[config.mk]
export PLATFORM = sky130hd
export DESIGN_NAME = mem_access_unit
export DESIGN_NICKNAME = d
export VERILOG_FILES = /design/src/rtl/mem_access_unit.sv
export SDC_FILE = /design/constraint.sdc
export NUM_CORES = 1
export LEC_CHECK = 0
export CORE_ASPECT_RATIO = 1.75
export CORE_MARGIN = 3
export CORE_UTILIZATION = 43
export CTS_BUF_LIST = sky130_fd_sc_hd__clkbuf_16
export CTS_CLUSTER_SIZE = 8
export DETAILED_ROUTE_END_ITERATION = 10
export PLACE_DENSITY = 0.77
export SETUP_SLACK_MARGIN = 0.05
export SKIP_LAST_GASP = 1
export SLEW_MARGIN = 15
export SYNTH_ARGS = -nofsm -noshare
export SYNTH_HDL_FRONTEND = slang
export SYNTH_SLANG_ARGS = --single-unit
[constraint.sdc]
create_clock -name clk -period 2.2 [get_ports clk]
set_clock_uncertainty 0.2 [all_clocks]
set_input_delay 0.44 -clock clk [delete_from_list [all_inputs] [get_ports clk]]
set_output_delay 0.44 -clock clk [all_outputs]
set_load 0.005 [all_outputs]
[src/rtl/mem_access_unit.sv]
// RV32I load/store initiator for a word-wide data RAM with a combinational read port.
// Sub-word stores use read-modify-write; misaligned or illegal requests never reach the RAM.
module mem_access_unit #(
    parameter int DATA_WIDTH = 32
) (
    input  logic                  clk,
    input  logic                  rst_n,
    input  logic                  i_req_valid,
    output logic                  o_req_ready,
    input  logic                  i_req_we,
    input  logic [2:0]            i_req_funct3,
    input  logic [DATA_WIDTH-1:0] i_req_addr,
    input  logic [DATA_WIDTH-1:0] i_req_wdata,
    output logic                  o_rsp_valid,
    output logic [DATA_WIDTH-1:0] o_rsp_rdata,
    output logic                  o_rsp_err,
    output logic [DATA_WIDTH-1:0] o_mem_a,
    output logic [DATA_WIDTH-1:0] o_mem_wd,
    output logic                  o_mem_we,
    input  logic [DATA_WIDTH-1:0] i_mem_rd
);

    localparam logic [2:0] F3_B  = 3'b000;
    localparam logic [2:0] F3_H  = 3'b001;
    localparam logic [2:0] F3_W  = 3'b010;
    localparam logic [2:0] F3_BU = 3'b100;
    localparam logic [2:0] F3_HU = 3'b101;

    typedef enum logic [1:0] {S_IDLE, S_ACCESS, S_WRITE, S_RESP} state_t;

    state_t                  r_state;
    state_t                  w_state_next;
    logic                    r_we;
    logic [2:0]              r_funct3;
    logic [DATA_WIDTH-1:0]   r_addr;
    logic [DATA_WIDTH-1:0]   r_wdata;
    logic [DATA_WIDTH-1:0]   r_merge;
    logic [DATA_WIDTH-1:0]   r_rdata;
    logic                    r_err;

    logic                    w_accept;
    logic                    w_req_err;
    logic                    w_is_sw;
    logic [7:0]              w_byte;
    logic [15:0]             w_half;
    logic [DATA_WIDTH-1:0]   w_load;
    logic [DATA_WIDTH-1:0]   w_merge;
    logic [3:0]              w_lane_hit;
    logic [DATA_WIDTH-1:0]   w_word_addr;

    assign w_accept    = i_req_valid && (r_state == S_IDLE);
    assign w_is_sw     = r_we && (r_funct3 == F3_W);
    assign w_word_addr = {r_addr[DATA_WIDTH-1:2], 2'b00};

    // Alignment and funct3 legality of the incoming request
    always_comb begin
        w_req_err = 1'b1;
        case (i_req_funct3)
            F3_B:    w_req_err = 1'b0;
            F3_H:    w_req_err = i_req_addr[0];
            F3_W:    w_req_err = |i_req_addr[1:0];
            F3_BU:   w_req_err = i_req_we;
            F3_HU:   w_req_err = i_req_we | i_req_addr[0];
            default: w_req_err = 1'b1;
        endcase
    end

    assign w_byte = i_mem_rd[8*r_addr[1:0] +: 8];
    assign w_half = i_mem_rd[16*r_addr[1] +: 16];

    always_comb begin
        w_load = i_mem_rd;
        case (r_funct3)
            F3_B:    w_load = {{(DATA_WIDTH-8){w_byte[7]}}, w_byte};
            F3_H:    w_load = {{(DATA_WIDTH-16){w_half[15]}}, w_half};
            F3_BU:   w_load = {{(DATA_WIDTH-8){1'b0}}, w_byte};
            F3_HU:   w_load = {{(DATA_WIDTH-16){1'b0}}, w_half};
            default: w_load = i_mem_rd;
        endcase
    end

    // Per-byte merge: SB drives wdata[7:0] into its lane, SH drives wdata[15:0] into its half
    genvar gi;
    generate
        for (gi = 0; gi < 4; gi++) begin : g_lane
            localparam logic [1:0] LANE = 2'(gi);
            assign w_lane_hit[gi] = (r_funct3 == F3_B) ? (r_addr[1:0] == LANE)
                                                       : (r_addr[1] == LANE[1]);
            assign w_merge[8*gi +: 8] = !w_lane_hit[gi]      ? i_mem_rd[8*gi +: 8] :
                                        (r_funct3 == F3_B)   ? r_wdata[7:0]
                                                             : r_wdata[8*(gi%2) +: 8];
        end
    endgenerate

    always_ff @(posedge clk or negedge rst_n) begin
        if (!rst_n) begin
            r_state <= S_IDLE;
        end else begin
            r_state <= w_state_next;
        end
    end

    always_comb begin
        w_state_next = r_state;
        case (r_state)
            S_IDLE:   if (w_accept) w_state_next = w_req_err ? S_RESP : S_ACCESS;
            S_ACCESS: w_state_next = (r_we && !w_is_sw) ? S_WRITE : S_RESP;
            S_WRITE:  w_state_next = S_RESP;
            S_RESP:   w_state_next = S_IDLE;
            default:  w_state_next = S_IDLE;
        endcase
    end

    // Write enable is decoded from state so an asynchronous reset kills it immediately
    always_comb begin
        o_req_ready = (r_state == S_IDLE);
        o_rsp_valid = (r_state == S_RESP);
        o_mem_we    = ((r_state == S_ACCESS) && w_is_sw) || (r_state == S_WRITE);
        o_mem_a     = '0;
        o_mem_wd    = '0;
        if ((r_state == S_ACCESS) || (r_state == S_WRITE)) o_mem_a = w_word_addr;
        if ((r_state == S_ACCESS) && w_is_sw)              o_mem_wd = r_wdata;
        if (r_state == S_WRITE)                            o_mem_wd = r_merge;
    end

    assign o_rsp_rdata = r_rdata;
    assign o_rsp_err   = r_err;

    always_ff @(posedge clk or negedge rst_n) begin
        if (!rst_n) begin
            r_we     <= 1'b0;
            r_funct3 <= '0;
            r_addr   <= '0;
            r_wdata  <= '0;
            r_merge  <= '0;
            r_rdata  <= '0;
            r_err    <= 1'b0;
        end else begin
            case (r_state)
                S_IDLE: begin
                    if (w_accept) begin
                        r_we     <= i_req_we;
                        r_funct3 <= i_req_funct3;
                        r_addr   <= i_req_addr;
                        r_wdata  <= i_req_wdata;
                        if (w_req_err) begin
                            r_rdata <= '0;
                            r_err   <= 1'b1;
                        end
                    end
                end
                S_ACCESS: begin
                    if (!r_we) begin
                        r_rdata <= w_load;
                        r_err   <= 1'b0;
                    end else if (w_is_sw) begin
                        r_rdata <= '0;
                        r_err   <= 1'b0;
                    end else begin
                        r_merge <= w_merge;
                    end
                end
                S_WRITE: begin
                    r_rdata <= '0;
                    r_err   <= 1'b0;
                end
                default: ;
            endcase
        end
    end

endmodule
==> results.md, run 1 <==
- Clock share of power: 0.172
- Main combinational cell family by area after synthesis: multiplexers
- Wire per inst: approximately 23 microns
- Final wirelength: 24,200 microns
- Worst Reg2Reg Path Length in Cells: 10
- Crit path depth: 9
- Sw Ratio: 0.364
- Post-synthesis adder-cell area fraction: 0.00743
- Buf/Inv on CP: 5
- Die ar.: 17,300 sq um
- Internal: between 10 and 15 mW
- Vias: just over 6,000
- Crit. End Element: output pin
- WP data required: between 1500 and 2000 ps
- CORE AREA: roughly 15,000 sq um
- Antenna diode count: 0
- Mux cell area share after synthesis: 0.240
- Die Wd: 101 microns
- PwrDens: ~1700 nW/um^2
- Synth area leader: dfrtp_1
- Hold Crit Start: i_req_addr[1]
- CP startpoint: r_state[0]
- Final worst slack: -432 ps
- Final worst path period share: 1.20
- Row Count: slightly below 60
- First-pass GRT wire length: 36,500 microns
- Design area: roughly 11,000 sq um
- Slew Limit Headroom: 0.545
- Initial Utilization: 0.445
- Synth top area share: 0.501
- Root buffer cell: clkbuf_16
- Hold_ws: about 120 ps
- Skew-Pair Late Insertion Delay: 410 ps
- Top FF cell, synth: dfrtp_1
- Tmin final: approximately 2600 ps
- Worst min path class: in2reg
- Gr ovfl total: 0
- CTS tree: built
- Violated checks: setup timing
- Cell mode on critical path: buf_6
- Clk sinks: ~140
- Placed Cells: roughly 1,000
- Via-to-Cell Ratio: between 5 and 6
- Leak: roughly 4.9 nW
- Non-filler cells, final: roughly 1,100
- Cts bufs inserted: 17
- Reg power frac: 0.240
- Largest net degree at the start of global routing: 65
- Worst r2r src: r_state[0]
- Max-cap violation count: 0
- Initial antenna violation count: 0
- Ys Warns: 0
- Initial DRC Count: around 410
- Post-Synthesis Cells: between 500 and 600
- WS Path Type: reg2out
- Reg2reg setup slack: approximately 60 ps
- Setup crit start kind: flip-flop
- Share of cells above drive strength 1: 0.416
- Synth Area in Simple Gates: 0.0943
- Final setup viols: 63
- Final HPWL DP: 16,800 microns
- Global-route usage over all layers: 0.280
- DRC: 0
- Worst-margin pin slew: between 600 and 700 ps
- Post-synth EDFFs: 0
- Routability congestion estimate: ~0.9
- Final Slew Violations: 0
- PortBufs: 200
- Longest Clk Path Bufs: 2
- Comb power frac: 0.588
- Psw: just under 7 mW
- Compound-cell area share of the yosys netlist: 0.114
- Power, Total: 19.0 mW
- Unrepaired setup endpoints after global routing: true
- Hold Path Depth: 2
- Fin nets: between 900 and 1,000
- Synthesized area: 6740 sq um
- Die Height: between 150 and 200 microns
- CP max FO: 8
- Vias in the first global route: 6,572
- Number of synthesized register bits: approximately 140
- Asr flop ratio synth: 1.00
- CP max-delay cell: dfrtp_1
- Unique masters post-synth: 40
- IO Pins: 203
- Post-route ant nets: 0
- Max Fclk: approximately 0.38 GHz
- Reg clk slew, reported paths: around 60 ps
- Post-synthesis area per instance: approximately 11 sq um
- Pre-Repair DR Iteration Count: 5
- VDD IR max: between 1 and 1.5 mV
- Outcome: complete, but fails checks
- Post-synthesis sequential area ratio: 0.501
- CP top delay family: buffers and inverters
- Crit-path max cell delay: about 400 ps
- Area growth from synthesis to final layout: 62.1%
- Final hold vios: 0
- Largest cells by area after synthesis: dfrtp_1, mux2_2, mux2i_1
- DP Area: 9410 sq um
- WP data arrival: 1990 ps
- Worst path cell trace: buf_6, ha_4, and3_4, a21oi_4, buf_6, buf_8, buf_16, nor2_1, buf_2
- Htree depth: 4
- XOR/XNOR Fraction of Synth Area: 0
power by group through the flow:
stage | clock, mW | sequential (mW) | combinational, mW
6_report | 3.27 | 4.57 | 11.2
5_1_grt | 3.40 | 4.69 | 11.9
4_1_cts | 3.28 | 4.49 | 10.5
3_5_place_dp | 0 | 4.51 | 8.47
3_3_place_gp | 0 | 4.44 | 8.26
2_1_floorplan | 0 | 4.28 | 4.29
path summary, 6_finish.rpt:
kind / endpoint
max: o_mem_wd[7]
min: r_addr[1]
max reg2reg: o_rsp_rdata[30]
min reg2reg: r_merge[26]
max in group asynchronous: r_addr[3]
min in group asynchronous: r_addr[26]
sequential cells by signal (all words and copies together) (netlist names):
signal	count
o_rsp_rdata	32
r_addr	32
r_merge	32
r_wdata	32
r_funct3	3
r_state	2
o_rsp_err	1
r_we	1
metrics by stage:
stage | setup WS [ps] | TNS [ps] | utilization
finish | -432 | -20060 | 0.722
global placement | -390 | -18200 | 0.622
CTS | -453 | -22830 | 0.705
detailed placement | -434 | -22040 | 0.622
floorplan | -29.6 | -887 | -
global route | -500 | -23390 | 0.722
cell families (layout without fill, tap and decap cells):
kind of cell | Yosys count | in the layout
other | 1 | 2
AO/OA/AOI/OAI | 112 | 112
multiplexers | 150 | 150
AND/OR/NAND/NOR | 132 | 132
flip-flops | 135 | 135
buffers and inverters | 64 | 350
adder cells (fa/ha/maj) | 4 | 4
cells in the mapped netlist (all sizes together), types with 11 or more instances:
cell    instances
dfrtp         135
mux2           85
mux2i          64
o21ai          50
nand2          42
nor2           37
and2           31
clkbuf         26
buf            23
a22o           16
inv            15
nand2b         11
metal layers:
metal  wire (microns)  GRT usage
met5                0          0
met4             1340      0.151
met3             1400     0.0588
met2            13400      0.514
met1             8050      0.290
worst reg2reg max path, delay by kind of cell (launching register included):
| kind | cells | cell delay [ps] |
|---|---|---|
| flip-flops | 1 | 400 |
| buffers and inverters | 6 | 770 |
| AO/OA/AOI/OAI | 2 | 340 |
| adder cells (fa/ha/maj) | 1 | 180 |
| AND/OR/NAND/NOR | 1 | 150 |
cell type report:
cell class	count	area, sq um
Sequential cell	135	3380
Fill cell	995	4210
Multi-Input combinational cell	400	3560
Tap cell	183	229
Clock buffer	17	425
Timing Repair Buffer	303	3020
Clock inverter	15	250
Inverter	15	58.8
layout by cell type, fill, tap and decap left out, types with 10 or more instances in the layout:
cell             Yosys  layout
and2_4               0      12
mux2i_1             64      51
mux2i_2              0      11
inv_1               15      13
a22o_1              16      16
buf_12               0      17
dfrtp_1            135     135
nor2_4               0      30
buf_2               10      48
mux2_2              85      85
o21ai_0             49      45
buf_6                2      25
nand2b_1            11      10
clkbuf_16            0      17
nand2_1             42      41
clkdlybuf4s50_1      0     130
and2_1              31      18
buf_4                3      63
repair_timing:
action,in CTS,in global routing
pin swaps,40,16
endpoints found under the setup margin,85,94
setup buffers,22,9
resized for setup,371,55
endpoints found under the hold margin,40,0
gates cloned,10,1
hold buffers,1,0
No activity file was read; power rests on OpenSTA's default activity.
==> inputs of run 2 (changes only) <==
- CELL_PAD_IN_SITES_DETAIL_PLACEMENT: default -> 1
- CELL_PAD_IN_SITES_GLOBAL_PLACEMENT: default -> 2
- CORE_UTILIZATION: 43 -> 27
- PLACE_DENSITY: 0.77 -> default
- PLACE_DENSITY_LB_ADDON: default -> 0.1
==> results.md, run 2 (same netlist as run 1, synthesis figures left out) <==
- Skew-Pair Late Insertion Delay: 420 ps (was 410 ps)
- Largest net degree at the start of global routing: 65 (unchanged)
- Cts bufs inserted: 17 (unchanged)
- Most common cell after layout, fill and taps aside: dfrtp_1 (unchanged)
- CTS tree: built (unchanged)
- Worst min path class: in2reg (unchanged)
- Max Fclk: 0.378 GHz (was 0.380 GHz)
- Outcome: complete, but fails checks (unchanged)
- Tmin final: 2650 ps (was 2630 ps)
- CORE AREA: 24,300 sq um (was 15,100 sq um)
- Fin nets: 1,015 (was 979)
- CP max FO: 6 (was 8)
- Initial Utilization: 0.277 (was 0.445)
- Worst Reg2Reg Path Length in Cells: 9 (was 10)
- IO Pins: 203 (unchanged)
- Area growth from synthesis to final layout: 64.8% (was 62.1%)
- Top Metal Used: met4 (unchanged)
- Reg power frac: 0.243 (was 0.240)
- WL met1: 9230 microns (was 8050 microns)
- Clock share of power: 0.152 (was 0.172)
- Antenna diode count: 0 (unchanged)
- PortBufs: 200 (unchanged)
- WS Path Type: reg2out (unchanged)
- Wire per inst: 21.8 microns (was 22.6 microns)
- VDD IR max: 0.657 mV (was 1.40 mV)
- Worst r2r src: r_funct3[0] (was r_state[0])
- Clk sinks: 135 (unchanged)
- Final HPWL DP: 20,000 microns (was 16,800 microns)
- Routed wl met3: 1240 microns (was 1400 microns)
- DRC: 0 (unchanged)
- Die ar.: 27,000 sq um (was 17,300 sq um)
- Die Wd: 125 microns (was 101 microns)
- Final setup viols: 63 (unchanged)
- Reg2reg setup slack: 100 ps (was 60 ps)
- Max-cap violation count: 0 (unchanged)
- Final hold vios: 0 (unchanged)
- Met2 WL: 15,700 microns (was 13,400 microns)
- Initial antenna violation count: 0 (unchanged)
- Final wirelength: 26,800 microns (was 24,200 microns)
- Comb power frac: 0.605 (was 0.588)
- Post-layout util: 0.457 (was 0.722)
- Setup crit start kind: flip-flop (unchanged)
- Longest Clk Path Bufs: 2 (unchanged)
- Routability congestion estimate: 0.799 (was 0.901)
- Commonest cells after routing, fill and taps aside: dfrtp_1, clkdlybuf4s50_1, buf_4 (was dfrtp_1, clkdlybuf4s50_1, mux2_2)
- Final worst slack: -449 ps (was -432 ps)
- WP data required: 1560 ps (about the same)
- Vias: 5,875 (was 6,066)
- Reg clk slew, reported paths: 60 ps (about the same)
- Reg2reg end: r_merge[28] (was o_rsp_rdata[30])
- Final worst path period share: 1.20 (about the same)
- Row Count: 75 (was 59)
- Unrepaired setup endpoints after global routing: true (unchanged)
- Critical Path Sink: o_mem_wd[4] (was o_mem_wd[7])
- First-pass GRT wire length: 41,700 microns (was 36,500 microns)
- Root buffer cell: clkbuf_16 (unchanged)
- Final Slew Violations: 0 (unchanged)
- Global-route usage over all layers: 0.202 (was 0.280)
- Power, Total: 18.6 mW (was 19.0 mW)
- Violated checks: setup timing (unchanged)
- Slew Limit Headroom: 0.517 (was 0.545)
- Psw: 6.75 mW (was 6.93 mW)
- Post-route ant nets: 0 (unchanged)
- Sw Ratio: 0.363 (was 0.364)
- Via-to-Cell Ratio: 4.78 (was 5.68)
- CP startpoint: r_state[0] (unchanged)
- Initial DRC Count: 274 (was 408)
- Worst-margin pin slew: 724 ps (was 681 ps)
- Die Height: 215 microns (was 172 microns)
- Share of cells above drive strength 1: 0.439 (was 0.416)
- WP data arrival: 2010 ps (was 1990 ps)
- Fill cell count: 2,603 (was 995)
- Gr ovfl total: 0 (unchanged)
- PwrDens: 1670 nW/um^2 (was 1740 nW/um^2)
- Crit. End Element: output pin (unchanged)
- Htree depth: 4 (unchanged)
- Internal: 11.8 mW (was 12.1 mW)
- Leak: 5.04 nW (was 4.95 nW)
- Vias in the first global route: 6,871 (was 6,572)
- Pre-CTS setup slack: -491 ps (was -434 ps)
- Pre-Repair DR Iteration Count: 4 (was 5)
run 2: changes by cell type in the layout (fill, tap and decap cells not counted), moves of 4 or more:
cell,change
mux2i_2,-5
and2_4,+9
nor2_1,+6
buf_4,+24
mux2i_1,+5
and2_1,-9
clkinvlp_4,+4
buf_12,+5
buf_16,-8
buf_6,+23
buf_2,-5
nor2_2,+17
nor2_4,-23
bufinv_16,-4
run 2: power by group through the flow:
stage	Clock, mW	Sequential (mW)	Combinational, mW
final	2.83	4.52	11.3
after global routing	3.01	4.68	12.1
after CTS	2.89	4.53	11.0
after detailed placement	0	4.53	9.17
after global placement	0	4.47	8.99
after floorplan	0	4.28	4.29
run 2: per-stage QoR:
step                std cells  cell area, sq um  setup TNS [ps]  hold WS [ps]
detailed placement       1152              9810          -29660           145
finish                   1229             11100          -18460           122
floorplan                 599              6740            -887         -55.6
global placement         1152              9810          -27480           140
global route             1229             11100          -23200           133
CTS                      1226             10900          -23030           259
run 2: repair_timing:
action / in CTS / in global routing
resized for setup: 339 / 81
hold endpoints to repair: 30 / 0
hold buffers: 1 / 0
pin swaps: 13 / 13
setup endpoints to repair: 102 / 112
cloned: 4 / 1
buffers inserted: 39 / 9
run 2: worst min path at each step:
stage | from | slack (ps) | cells past startpoint | to
floorplan | rst_n | -60 | 0 | o_rsp_err
global placement | rst_n | 140 | 1 | r_wdata[22]
global route | i_req_addr[1] | 130 | 2 | r_addr[1]
detailed placement | rst_n | 150 | 1 | r_wdata[22]
finish | i_req_addr[1] | 120 | 2 | r_addr[1]
CTS | rst_n | 260 | 2 | r_wdata[22]
run 2: routing by layer:
layer,up-vias,track usage
met3,29,0.0477
met4,0,0.0687
met5,-,0
met2,180,0.397
met1,2943,0.204
li1,2723,-
run 2: area by class of cell:
type,count,area [sq um],area share
Inverter,15,58.8,0.00529
Sequential cell,135,3380,0.304
Clock inverter,15,155,0.0140
Timing Repair Buffer,339,3290,0.296
Tap cell,308,385,0.0347
Multi-Input combinational cell,400,3410,0.307
Clock buffer,17,425,0.0383
run 2: critical path, stage by stage, from the launching register on:
cell and delay, ps:
dfrtp_1 400, buf_6 130, ha_4 140, and3_4 160
a21oi_4 210, buf_12 150, buf_12 130, buf_12 110
nor2_4 30, buf_2 130
